File: src/rtl/trig_pkg.sv
// Shared types and defaults for the four-channel delayed-pulse generator.
package trig_pkg;

    localparam int NCH          = 4;
    localparam int DEF_TICK_DIV = 1250;
    localparam int DEF_PULSE_W  = 8;

    typedef logic [7:0] dly_t;

    typedef enum logic [1:0] {
        IDLE  = 2'd0,
        DELAY = 2'd1,
        PULSE = 2'd2
    } chan_state_t;

endpackage

File: src/rtl/trig_chan.sv
// One delay/pulse channel: counts dly ticks after fire, then holds its output for PULSE_W ticks.
module trig_chan
    import trig_pkg::*;
#(
    parameter int PULSE_W = DEF_PULSE_W
) (
    input  logic clk,
    input  logic rst,
    input  logic fire,
    input  logic tick,
    input  dly_t dly,
    output logic active,
    output logic pulse
);

    chan_state_t state, state_nxt;
    dly_t        cnt, cnt_nxt;

    always_ff @(posedge clk or posedge rst) begin
        if (rst) begin
            state <= IDLE;
            cnt   <= '0;
            pulse <= 1'b0;
        end else begin
            state <= state_nxt;
            cnt   <= cnt_nxt;
            // Registered from next state so the output tracks PULSE with no extra cycle of lag.
            pulse <= (state_nxt == PULSE);
        end
    end

    always_comb begin
        // NOTE: defaults first so every path assigns both outputs and no latch is inferred.
        state_nxt = state;
        cnt_nxt   = cnt;
        case (state)
            IDLE: begin
                if (fire && dly != '0) begin
                    state_nxt = DELAY;
                    cnt_nxt   = dly;
                end
            end
            DELAY: begin
                if (tick) begin
                    if (cnt == 8'd1) begin
                        state_nxt = PULSE;
                        cnt_nxt   = 8'(PULSE_W);
                    end else begin
                        cnt_nxt = cnt - 8'd1;
                    end
                end
            end
            PULSE: begin
                if (tick) begin
                    if (cnt == 8'd1) begin
                        state_nxt = IDLE;
                        cnt_nxt   = '0;
                    end else begin
                        cnt_nxt = cnt - 8'd1;
                    end
                end
            end
            default: begin
                state_nxt = IDLE;
                cnt_nxt   = '0;
            end
        endcase
    end

    always_comb begin
        active = (state != IDLE);
    end

endmodule

File: src/rtl/trig_delay_gen.sv
// Four-channel programmable delayed-pulse generator: config shadow committed on busy rise,
// trigger synchronizer, jitter-free tick prescaler and run/done tracking around four channels.
module trig_delay_gen
    import trig_pkg::*;
#(
    parameter int TICK_DIV = DEF_TICK_DIV,
    parameter int PULSE_W  = DEF_PULSE_W
) (
    input  logic       clk,
    input  logic       rst,
    input  logic       busy,
    input  logic [7:0] trig_val_ch0,
    input  logic [7:0] trig_val_ch1,
    input  logic [7:0] trig_val_ch2,
    input  logic [7:0] trig_val_ch3,
    input  logic       ext_trig,
    output logic [3:0] trig_out,
    output logic       run,
    output logic       done,
    output logic       cfg_upd
);

    localparam int                PRE_W   = (TICK_DIV > 2) ? $clog2(TICK_DIV) : 1;
    localparam logic [PRE_W-1:0]  PRE_MAX = PRE_W'(TICK_DIV - 1);

    logic [2:0]       sync_q;
    logic             fire_edge;
    logic             fire_ok;
    logic             fire_q;
    logic [PRE_W-1:0] presc_q;
    logic             tick;
    logic             busy_q, busy_qq;
    dly_t             val_in  [NCH];
    dly_t             stage_q [NCH];
    dly_t             dly_q   [NCH];
    logic [NCH-1:0]   ch_active;
    logic             run_q;

    always_comb begin
        val_in[0] = trig_val_ch0;
        val_in[1] = trig_val_ch1;
        val_in[2] = trig_val_ch2;
        val_in[3] = trig_val_ch3;
    end

    // Two synchronizer flops plus one history flop for the rising-edge detect.
    assign fire_edge = sync_q[1] & ~sync_q[2];
    assign fire_ok   = fire_edge & ~run;

    always_ff @(posedge clk or posedge rst) begin
        if (rst) begin
            sync_q <= '0;
            fire_q <= 1'b0;
        end else begin
            // NOTE: non-blocking so every flop samples the pre-edge value of its neighbour.
            sync_q <= {sync_q[1:0], ext_trig};
            fire_q <= fire_ok;
        end
    end

    // Cleared together with the accepted fire, so the first tick lands exactly TICK_DIV cycles later.
    always_ff @(posedge clk or posedge rst) begin
        if (rst) begin
            presc_q <= '0;
        end else if (fire_ok || tick) begin
            presc_q <= '0;
        end else begin
            presc_q <= presc_q + PRE_W'(1);
        end
    end

    assign tick = (presc_q == PRE_MAX);

    // Values are snapshotted on the busy edge itself, since they keep shifting afterwards.
    always_ff @(posedge clk or posedge rst) begin
        if (rst) begin
            busy_q  <= 1'b0;
            busy_qq <= 1'b0;
            cfg_upd <= 1'b0;
            // NOTE: small flop arrays, not RAM; they must read zero after reset, so each is cleared.
            for (int n = 0; n < NCH; n++) begin
                stage_q[n] <= '0;
                dly_q[n]   <= '0;
            end
        end else begin
            busy_q  <= busy;
            busy_qq <= busy_q;
            cfg_upd <= busy_q & ~busy_qq;
            if (busy && !busy_q) begin
                stage_q <= val_in;
            end
            if (busy_q && !busy_qq) begin
                dly_q <= stage_q;
            end
        end
    end

    for (genvar n = 0; n < NCH; n++) begin : g_ch
        trig_chan #(
            .PULSE_W (PULSE_W)
        ) u_chan (
            .clk    (clk),
            .rst    (rst),
            .fire   (fire_q),
            .tick   (tick),
            .dly    (dly_q[n]),
            .active (ch_active[n]),
            .pulse  (trig_out[n])
        );
    end

    assign run = |ch_active;

    always_ff @(posedge clk or posedge rst) begin
        if (rst) begin
            run_q <= 1'b0;
        end else begin
            run_q <= run;
        end
    end

    assign done = run_q & ~run;

endmodule

File: config.mk
export PLATFORM = sky130hd
export DESIGN_NAME = trig_delay_gen
export DESIGN_NICKNAME = d
export VERILOG_FILES = /design/src/rtl/trig_pkg.sv /design/src/rtl/trig_chan.sv /design/src/rtl/trig_delay_gen.sv
export SDC_FILE = /design/constraint.sdc
export NUM_CORES = 1
export LEC_CHECK = 0
export CORE_MARGIN = 5
export CORE_UTILIZATION = 52
export CTS_BUF_LIST = sky130_fd_sc_hd__clkbuf_2
export DETAILED_ROUTE_END_ITERATION = 6
export PLACE_DENSITY = 0.8
export REMOVE_ABC_BUFFERS = 1
export SYNTH_ARGS = -nofsm -noshare
export SYNTH_HDL_FRONTEND = slang
export SYNTH_SLANG_ARGS = --single-unit
File: constraint.sdc
create_clock -name clk -period 10.01 [get_ports clk]
set_clock_uncertainty 0.1 [all_clocks]
set_input_delay 1.5015 -clock clk [delete_from_list [all_inputs] [get_ports clk]]
set_output_delay 1.5015 -clock clk [all_outputs]
set_load 0.01 [all_outputs]
==> qor.csv <==
metric,value,unit
status,"finished, final reports clean",
hold_viol,0,
hp-class,flop to flop,
slew_headroom,0.235,
syn-mean-instance-area,10.9,sq um
netlist_instances,566,
gp_congestion,0.919,
drv_slew,0,
diodes,0,
r2r-end,g_ch[1].u_chan.cnt[5],
synth_top_cell_by_area,dfrtp_1,
fillers,910,
cts.path.max_buffers,2,
finalSetupTns,0,ns
drcViolationCount,0,
via_count,4528,
synthArstFlopShare,1.00,
ctsHoldBuffers,0,
dieArea,14200,sq um
ys.warnings.count,0,
synth.distinct_cells,61,
grt_overflow,0,
layout_min_cycle_time,4.33,ns
cts_tree,yes,
peakVddDrop,0.126,mV
r2r_slack,6.79,ns
ff2ff_path_depth,7,
io_pins,43,
die-width,119,um
start_util,0.537,
ys_seq_area_frac,0.514,
post_drt_wl_per_cell,17.1,um
viasPerCell,5.97,
cp_max_fo,9,
rows,39,
fin_crit_sh,0.432,
ant_nets,0,
cts_buffers,17,
crit_end,done,
startpoint,g_ch[0].u_chan.state[1],
use_met3,0.0540,
nNetsFinal,648,
syn_to_final_growth,12.2,%
synth_top_area_frac,0.514,
insertion_delay,0.67,ns
grt_most_used_layer,met2,
start_kind,flop,
core_area,11500,sq um
ys.flop_type,dfrtp_1,
required,8.41,ns
track_usage,0.193,
utilization,0.603,
netlist_area,6190,sq um
die_h,119,um
powerDensity,241,nW/um^2
cts-resized-gates,0,
grt_use_met2,0.324,
synth_seq_cells,127,
crit_path_end_kind,primary output,
firstDrtPassIters,5,
path_clk_slew,0.18,ns
cts_setup_buffers,0,
p_leak,2.89,nW
setup_viol,0,
r2r_start,presc_q[1],
drive_gt1_frac,0.192,
arrival,2.72,ns
worst_pin_slew,1.15,ns
drt_iter0_drc,237,
hpwl,9190,um
grt_antenna_before_repair,0,
rsz0062_at_grt,no,
synthTopCellsByArea,"dfrtp_1 (51%), mux2_2 (12%), nor2_1 (3.6%)",
htree_levels,4,
portBuffers,42,
cts.sinks,127,
grt_util_met1,0.242,
clock.fmax,231,MHz
maxCapViolations,0,
grt_first_pass_wirelength,22300,um
wl,13000,um
whs_path_depth,0,
crit_type,flop to primary output,
grt_pass1_vias,4594,
synth_edf_count,0,
root_buffer,clkbuf_2,
grt_max_degree,74,
==> worst min path at each step <==
| stage | start | to |
|---|---|---|
| floorplan | sync_q[0] | sync_q[1] |
| global placement | sync_q[0] | sync_q[1] |
| detailed placement | sync_q[0] | sync_q[1] |
| CTS | sync_q[0] | sync_q[1] |
| global route | sync_q[0] | sync_q[1] |
| finish | sync_q[0] | sync_q[1] |
==> through the flow <==
step / setup slack, ns / cell area (sq um) / total power, mW / hold slack, ns / cells
global placement: 6.49 / 6690 / 1.31 / 0.238 / 726
finish: 5.68 / 6940 / 1.67 / 0.291 / 758
floorplan: 5.02 / 6060 / 1.19 / 0.231 / 539
detailed placement: 6.44 / 6690 / 1.34 / 0.254 / 726
global route: 5.39 / 6940 / 1.80 / 0.273 / 758
CTS: 5.63 / 6940 / 1.68 / 0.288 / 758
==> synth_stat cells, drive strengths merged (9+ instances only) <==
cell type / n
a21oi: 18
o21ai: 35
clkbuf: 15
xnor2: 10
nand3: 9
buf: 12
dfrtp: 127
mux2i: 9
or4: 14
inv: 18
ha: 10
nand2b: 10
mux2: 68
nor2: 59
nand2: 34
==> where the power goes <==
| group | internal (mW) | switching, mW |
|---|---|---|
| Combinational | 0.267 | 0.276 |
| Sequential | 0.645 | 0.158 |
| Clock | 0.144 | 0.184 |
==> flip-flops by register name, indices dropped and copies added, names as in the netlist <==
register	flops
dly_q	32
g_ch.u_chan.cnt	32
stage_q	32
presc_q	11
g_ch.u_chan.state	8
g_ch.u_chan.pulse	4
sync_q	3
busy_q	1
busy_qq	1
cfg_upd	1
fire_q	1
run_q	1
==> final cells by class <==
class	count	area, sq um	area share
timing repair buffer	44	435	0.0627
multi-input combinational	394	2830	0.408
inverter	18	70.1	0.0101
clock inverter	10	139	0.0200
sequential	127	3180	0.458
clock buffer	22	110	0.0159
tap	143	179	0.0258
==> per-layer routing <==
layer	part of all wire	up-vias	wire, um
met3	0.057	25	733
met5	0	-	0
met2	0.51	147	6570
li1	-	2122	-
met1	0.42	2234	5420
met4	0.018	0	236
==> cells by family (layout without fill, tap and decap cells) <==
group | count (synthesis) | count (layout) | synth area share
AO/OA/AOI/OAI | 116 | 116 | 0.126
adder cells (fa/ha/maj) | 10 | 10 | 0.0202
buffers and inverters | 45 | 94 | 0.0307
flip-flops | 127 | 127 | 0.514
multiplexers | 77 | 77 | 0.138
AND/OR/NAND/NOR | 173 | 173 | 0.146
XOR/XNOR | 18 | 18 | 0.0255
==> placed cells by master (no fill, tap or decap), types with 4 or more instances in the layout <==
master           netlist  final
nor3b_1                5      5
a211oi_1               4      4
ha_1                  10     10
mux2i_1                9      9
nor3_1                 8      8
a21oi_1               18     18
xor2_1                 8      8
xnor2_1               10     10
o31ai_1                4      4
clkdlybuf4s50_1        0     42
nand3_1                9      9
inv_1                 18     17
o21ai_0               32     32
a31oi_1                6      6
nand2b_1              10     10
clkbuf_2               0     22
nor2_1                59     59
a21boi_0               4      4
mux2_2                68     68
o211ai_1               5      5
o22ai_1                4      4
nand2_1               34     34
or4_1                 11     11
nor2b_1                8      6
nand4_1                4      4
dfrtp_1              127    127
o21a_1                 4      4
nor4_1                 7      7
a2bb2oi_1              4      4
==> worst max-delay path: stages (launching register included) <==
cell and delay [ns]:
dfrtp_1 0.50, nor2_1 0.48, nand4_1 0.33, nor2_1 0.18, clkdlybuf4s50_1 0.56
No activity file was read; power rests on OpenSTA's default activity.
